$ cat config.mk
export PLATFORM = sky130hd
export DESIGN_NAME = data_mem_ctrl
export DESIGN_NICKNAME = d
export VERILOG_FILES = /design/src/rtl/data_mem_ctrl.sv
export SDC_FILE = /design/constraint.sdc
export NUM_CORES = 1
export LEC_CHECK = 0
export CORE_MARGIN = 1.5
export CORE_UTILIZATION = 48
export CTS_BUF_LIST = sky130_fd_sc_hd__clkbuf_8
export DETAILED_ROUTE_END_ITERATION = 6
export MAX_ROUTING_LAYER = met4
export PLACE_DENSITY = 0.9
export SLEW_MARGIN = 15
export SYNTH_ARGS = -nofsm -noshare
export SYNTH_HDL_FRONTEND = slang
export SYNTH_SLANG_ARGS = --single-unit
$ cat constraint.sdc
create_clock -name clk_i -period 3.51 [get_ports clk_i]
set_clock_uncertainty 0.2 [all_clocks]
set_input_delay 0.8775 -clock clk_i [delete_from_list [all_inputs] [get_ports clk_i]]
set_output_delay 0.8775 -clock clk_i [all_outputs]
set_load 0.05 [all_outputs]
$ cat src/rtl/data_mem_ctrl.sv
// data_mem_ctrl: load/store sequencer between the LSU request port and a
// word-only, single-port data memory. Loads are extended from the addressed
// lane. Sub-word stores become a read-modify-write because the memory has no
// byte enables. Misaligned or illegal-size requests are answered with an
// error and never reach the memory.
module data_mem_ctrl #(
    parameter int ADDR_WIDTH = 32,
    parameter int DATA_WIDTH = 32
) (
    input  logic                  clk_i,
    input  logic                  rst_ni,
    input  logic                  req_i,
    input  logic [ADDR_WIDTH-1:0] req_addr_i,
    input  logic                  req_we_i,
    input  logic [1:0]            req_size_i,
    input  logic                  req_unsigned_i,
    input  logic [DATA_WIDTH-1:0] req_wdata_i,
    output logic                  gnt_o,
    output logic                  rvalid_o,
    output logic [DATA_WIDTH-1:0] rdata_o,
    output logic                  err_o,
    output logic                  mem_en_o,
    output logic                  mem_we_o,
    output logic [ADDR_WIDTH-1:0] mem_addr_o,
    output logic [DATA_WIDTH-1:0] mem_wdata_o,
    input  logic [DATA_WIDTH-1:0] mem_rdata_i
);

    typedef enum logic [1:0] {
        IDLE   = 2'b00,
        RMW_WR = 2'b01,
        RESP   = 2'b10
    } state_t;

    state_t                state_q, state_d;
    logic [DATA_WIDTH-1:0] rdata_q, rdata_d;
    logic                  err_q, err_d;
    logic [ADDR_WIDTH-1:0] rmw_addr_q, rmw_addr_d;
    logic [DATA_WIDTH-1:0] rmw_data_q, rmw_data_d;

    logic                  addr_err;
    logic [ADDR_WIDTH-1:0] word_addr;
    logic [1:0]            lane;
    logic [7:0]            load_byte;
    logic [15:0]           load_half;
    logic [DATA_WIDTH-1:0] load_ext;
    logic [DATA_WIDTH-1:0] merged;

    assign word_addr = {req_addr_i[ADDR_WIDTH-1:2], 2'b00};
    assign lane      = req_addr_i[1:0];

    assign rvalid_o = (state_q == RESP);
    assign rdata_o  = rdata_q;
    assign err_o    = err_q;

    // Flag illegal sizes and accesses not aligned to their own size
    always_comb begin
        addr_err = 1'b0;
        case (req_size_i)
            2'b00:   addr_err = 1'b0;
            2'b01:   addr_err = lane[0];
            2'b10:   addr_err = (lane != 2'b00);
            default: addr_err = 1'b1;
        endcase
    end

    // Select the addressed byte or half of the memory word and extend it
    always_comb begin
        load_byte = 8'h00;
        case (lane)
            2'd0:    load_byte = mem_rdata_i[7:0];
            2'd1:    load_byte = mem_rdata_i[15:8];
            2'd2:    load_byte = mem_rdata_i[23:16];
            default: load_byte = mem_rdata_i[31:24];
        endcase
        load_half = lane[1] ? mem_rdata_i[31:16] : mem_rdata_i[15:0];
        load_ext  = mem_rdata_i;
        case (req_size_i)
            2'b00: load_ext = req_unsigned_i ? {{(DATA_WIDTH-8){1'b0}}, load_byte}
                                             : {{(DATA_WIDTH-8){load_byte[7]}}, load_byte};
            2'b01: load_ext = req_unsigned_i ? {{(DATA_WIDTH-16){1'b0}}, load_half}
                                             : {{(DATA_WIDTH-16){load_half[15]}}, load_half};
            default: load_ext = mem_rdata_i;
        endcase
    end

    // Build the RMW word: current memory contents with the store lane replaced
    always_comb begin
        merged = mem_rdata_i;
        if (req_size_i == 2'b00) begin
            case (lane)
                2'd0:    merged[7:0]   = req_wdata_i[7:0];
                2'd1:    merged[15:8]  = req_wdata_i[7:0];
                2'd2:    merged[23:16] = req_wdata_i[7:0];
                default: merged[31:24] = req_wdata_i[7:0];
            endcase
        end else if (lane[1]) begin
            merged[31:16] = req_wdata_i[15:0];
        end else begin
            merged[15:0] = req_wdata_i[15:0];
        end
    end

    // Sequencer: accept in IDLE, finish sub-word stores in RMW_WR, answer in RESP
    always_comb begin
        state_d     = state_q;
        gnt_o       = 1'b0;
        mem_en_o    = 1'b0;
        mem_we_o    = 1'b0;
        mem_addr_o  = '0;
        mem_wdata_o = '0;
        rdata_d     = '0;
        err_d       = 1'b0;
        rmw_addr_d  = rmw_addr_q;
        rmw_data_d  = rmw_data_q;
        case (state_q)
            IDLE: begin
                if (req_i) begin
                    gnt_o   = 1'b1;
                    state_d = RESP;
                    if (addr_err) begin
                        err_d = 1'b1;
                    end else if (req_we_i && (req_size_i == 2'b10)) begin
                        mem_en_o    = 1'b1;
                        mem_we_o    = 1'b1;
                        mem_addr_o  = word_addr;
                        mem_wdata_o = req_wdata_i;
                    end else if (req_we_i) begin
                        mem_en_o   = 1'b1;
                        mem_addr_o = word_addr;
                        rmw_addr_d = word_addr;
                        rmw_data_d = merged;
                        state_d    = RMW_WR;
                    end else begin
                        mem_en_o   = 1'b1;
                        mem_addr_o = word_addr;
                        rdata_d    = load_ext;
                    end
                end
            end
            RMW_WR: begin
                mem_en_o    = 1'b1;
                mem_we_o    = 1'b1;
                mem_addr_o  = rmw_addr_q;
                mem_wdata_o = rmw_data_q;
                state_d     = RESP;
            end
            RESP: begin
                state_d = IDLE;
            end
            default: begin
                state_d = IDLE;
            end
        endcase
    end

    // State register; reset abandons any operation in flight
    always_ff @(posedge clk_i or negedge rst_ni) begin
        if (!rst_ni) begin
            state_q <= IDLE;
        end else begin
            state_q <= state_d;
        end
    end

    // Response data and the pending read-modify-write word
    always_ff @(posedge clk_i or negedge rst_ni) begin
        if (!rst_ni) begin
            rdata_q    <= '0;
            err_q      <= 1'b0;
            rmw_addr_q <= '0;
            rmw_data_q <= '0;
        end else begin
            rdata_q    <= rdata_d;
            err_q      <= err_d;
            rmw_addr_q <= rmw_addr_d;
            rmw_data_q <= rmw_data_d;
        end
    end

endmodule

==> results of run 1 <==
[worst max-delay path, stage by stage]
cell,delay [ns]
clkdlybuf4s50_1,0.46
nor3_4,0.17
and4_4,0.35
clkbuf_16,0.21
a22o_2,0.19
buf_12,0.14
[final cells by class]
type | instances | area [um^2]
multi-input cells | 312 | 2426
flip-flops and latches | 97 | 2427
clock buffers | 9 | 123.9
clock inverters | 7 | 78.83
repair buffers | 227 | 2974
diodes | 2 | 5.005
fillers | 541 | 1951
inverters | 20 | 75.07
well taps | 136 | 170.2
[report_power, final]
group / leakage [uW] / switching [uW] / internal [uW]
logic: 0.00233 / 506 / 459
registers: 0.00124 / 137 / 1320
clock network: 0.0000925 / 436 / 335
total: 0.00367 / 1080 / 2120
[logic make-up (layout without fill, tap and decap cells)]
| kind of cell | Yosys count | after routing |
|---|---|---|
| and+or+nand+nor | 72 | 72 |
| AOI/OAI and AO/OA | 182 | 182 |
| other | 1 | 4 |
| buffers and inverters | 62 | 263 |
| muxes | 56 | 56 |
| DFF | 97 | 97 |
[state kept, by name, summed over array words and instances, names as in the netlist]
register	count
rdata_o	32
err_o	1
rmw_data_q	32
rmw_addr_q	30
state_q	2
[per-stage QoR]
stage / util (%) / hold slack, ns
after global routing: 80.93 / 0.3236
after detailed placement: 77.89 / 0.2722
final: 80.93 / 0.2923
after floorplan: - / 0.2502
after CTS: 80.04 / 0.2945
after global placement: 77.89 / 0.2618
[metal layers]
| metal | vias to the layer above | track usage [%] |
|---|---|---|
| li1 | 2132 | - |
| met1 | 2436 | 35.92 |
| met2 | 468 | 54.25 |
| met3 | 129 | 9.400 |
| met4 | 0 | 16.73 |
| met5 | - | - |
[synthesized netlist by cell type, types with 3 or more instances]
cell      count  area (um^2)
dfrtp_1      97         2427
a22o_1       62        543.0
o21ai_0      52        260.3
mux2_2       38        427.9
nand2_1      33        123.9
clkbuf_1     22        82.58
inv_1        19        71.32
mux2i_1      16        160.2
o22ai_1      16        100.1
a21oi_1      15        75.07
nor2b_1      12        75.07
a21oi_2      11        96.34
buf_2        11        55.05
nor2_1       10        37.54
o211a_1       8        80.08
a222oi_1      7        70.07
o21ai_1       6        30.03
buf_4         5        37.54
buf_6         3        33.78
or2_2         3        18.77
[what timing repair did]
action / 4_1_cts / 5_1_grt
endpoints found under the setup margin: 32 / 61
gates cloned: 0 / 3
setup buffers: 1 / 0
pin swaps: 1 / 1
gates resized for setup: 3 / 3
[final timing paths]
| check | from | endpoint | slack, ns | depth (start not counted) |
|---|---|---|---|---|
| min in group clk_i | rmw_data_q[4] | rmw_data_q[4] | 0.30 | 2 |
| worst min-delay path | rst_ni | rmw_data_q[21] | 0.29 | 1 |
| worst max register to register | state_q[1] | rmw_addr_q[23] | 1.40 | 6 |
| worst max-delay path | req_addr_i[1] | mem_wdata_o[16] | 0.02 | 6 |
| worst min register to register | rmw_data_q[4] | rmw_data_q[4] | 0.30 | 2 |
| max in group asynchronous | rst_ni | rmw_addr_q[22] | 2.10 | 2 |
==> key figures, run 1 <==
Clock network
  • Root buffer cell: clkbuf_8
  • # H-tree levels: 3
  • Hold_buf cts: 0
  • CTS max path bufs: 2
  • Cts bufs inserted: 9
  • CTS clk-pin slew, worst paths: 0.10 ns
  • CTS Sinks: 97
  • CTS tree: yes
  • Skew-Pair Late Insertion Delay: 0.38 ns

GRT
  • Total Routing Usage GR: 32.72%
  • GRT Residual Overflow: 0
  • Largest net degree at the start of global routing: 53
  • Initial antenna violation count: 2
  • First-pass GRT wire length: 26870 um
  • Vias in the first global route: 5003

Synth
  • Synth Warn #: 0
  • Top FF cell, synth: dfrtp_1
  • Mapped cell area: 0.005025 mm^2
  • Distinct cells, synth: 40
  • Avg Synthesized Cell Area: 10.69 um^2
  • Ys async rst share: 100.0%
  • Mux share of post-synthesis cell area: 12.30%
  • Synth Area in XOR/XNOR: 0%
  • Main combinational cell family by area after synthesis: compound AO/OA/AOI/OAI gates
  • Flops & latches, synth: 97
  • Synth Instances: 470
  • Post-Synth Simple-Gate Area: 7.470%
  • Synth Area in Adders: 0%
  • Sequential area share after synthesis: 48.31%
  • Synth Area in Compound Gates: 26.12%
  • Number of synthesized flops with an enable pin: 0

Final layout
  • Commonest non-fill, non-tap cell in the layout: clkdlybuf4s50_1
  • Commonest cells after routing, fill and taps aside: clkdlybuf4s50_1, dfrtp_1, buf_12, a22o_2, o21ai_0
  • Final instance count without filler cells: 810
  • Post-route cell area: 0.008280 mm^2
  • Share of cells above drive strength 1: 34.82%
  • Final #Nets: 770
  • Area grow syn2layout: 64.79%

STA
  • Final setup vio count: 0
  • Fin crit share: 99.53%
  • Fin crit period: 3.493 ns
  • Fmax: 286.3 MHz
  • Slew HR: 45.03%
  • Max Slew Vio Count: 0
  • Setup TNS: 0 ns
  • Final hold violation count: 0
  • Worst slew pin tran: 0.8183 ns
  • Final WS setup: 0.01665 ns

Status
  • Outcome: finished, violations left
  • Failing checks: DRC

Setup path
  • CP Class: input pin to output port
  • Crit Path Max Fanout: 16
  • Worst Path Required: 2.43 ns
  • CP arrival: 2.42 ns
  • Startpoint Class: input pin
  • Setup crit end kind: output port

Route
  • DR top layer: met4
  • Drt pass-1 iters: 7
  • Wire length on met3: 2105 um
  • WL met1: 6364 um
  • DRC Markers: 2
  • Met2 WL: 9026 um
  • Routed WL: 18810 um
  • Via count: 5165
  • Vias/cell: 6.377
  • ANT nets after route: 0
  • Starting DRT DRC Count: 651
  • DR WL/cell: 23.22 um

Floorplanning
  • Die ar.: 0.01109 mm^2
  • Initial Utilization: 49.11%
  • Die Width: 105.3 um
  • IO Pins: 204
  • Placement Rows: 37
  • Die Ht: 105.3 um
  • Core Box Area: 0.01023 mm^2

Min path
  • Hold Crit Class: input pin to asynchronous set/reset pin

Run
  • Max-cap check violation count: 0

Placed design
  • Dpl ws: -0.05369 ns
  • Placed inst area: 0.007969 mm^2
  • Placer Congestion: 1.011
  • IO buf count: 201
  • Post-placement cell count: 788
  • Post-DP HPWL: 12700 um

Power
  • Post-layout power: 3196 uW
  • Leakage power total: 0.003667 uW
  • Pwr dens: 386.0 mW/mm^2
  • VDD IR max: 0.0003756 V
(Power assumes the default switching activity.)
==> run 2, diff against run 1 <==
Settings changed: CAP_MARGIN set to 20.
==> results of run 2 <==
Same layout as run 1: the final DEF is identical, and so are final timing and power.
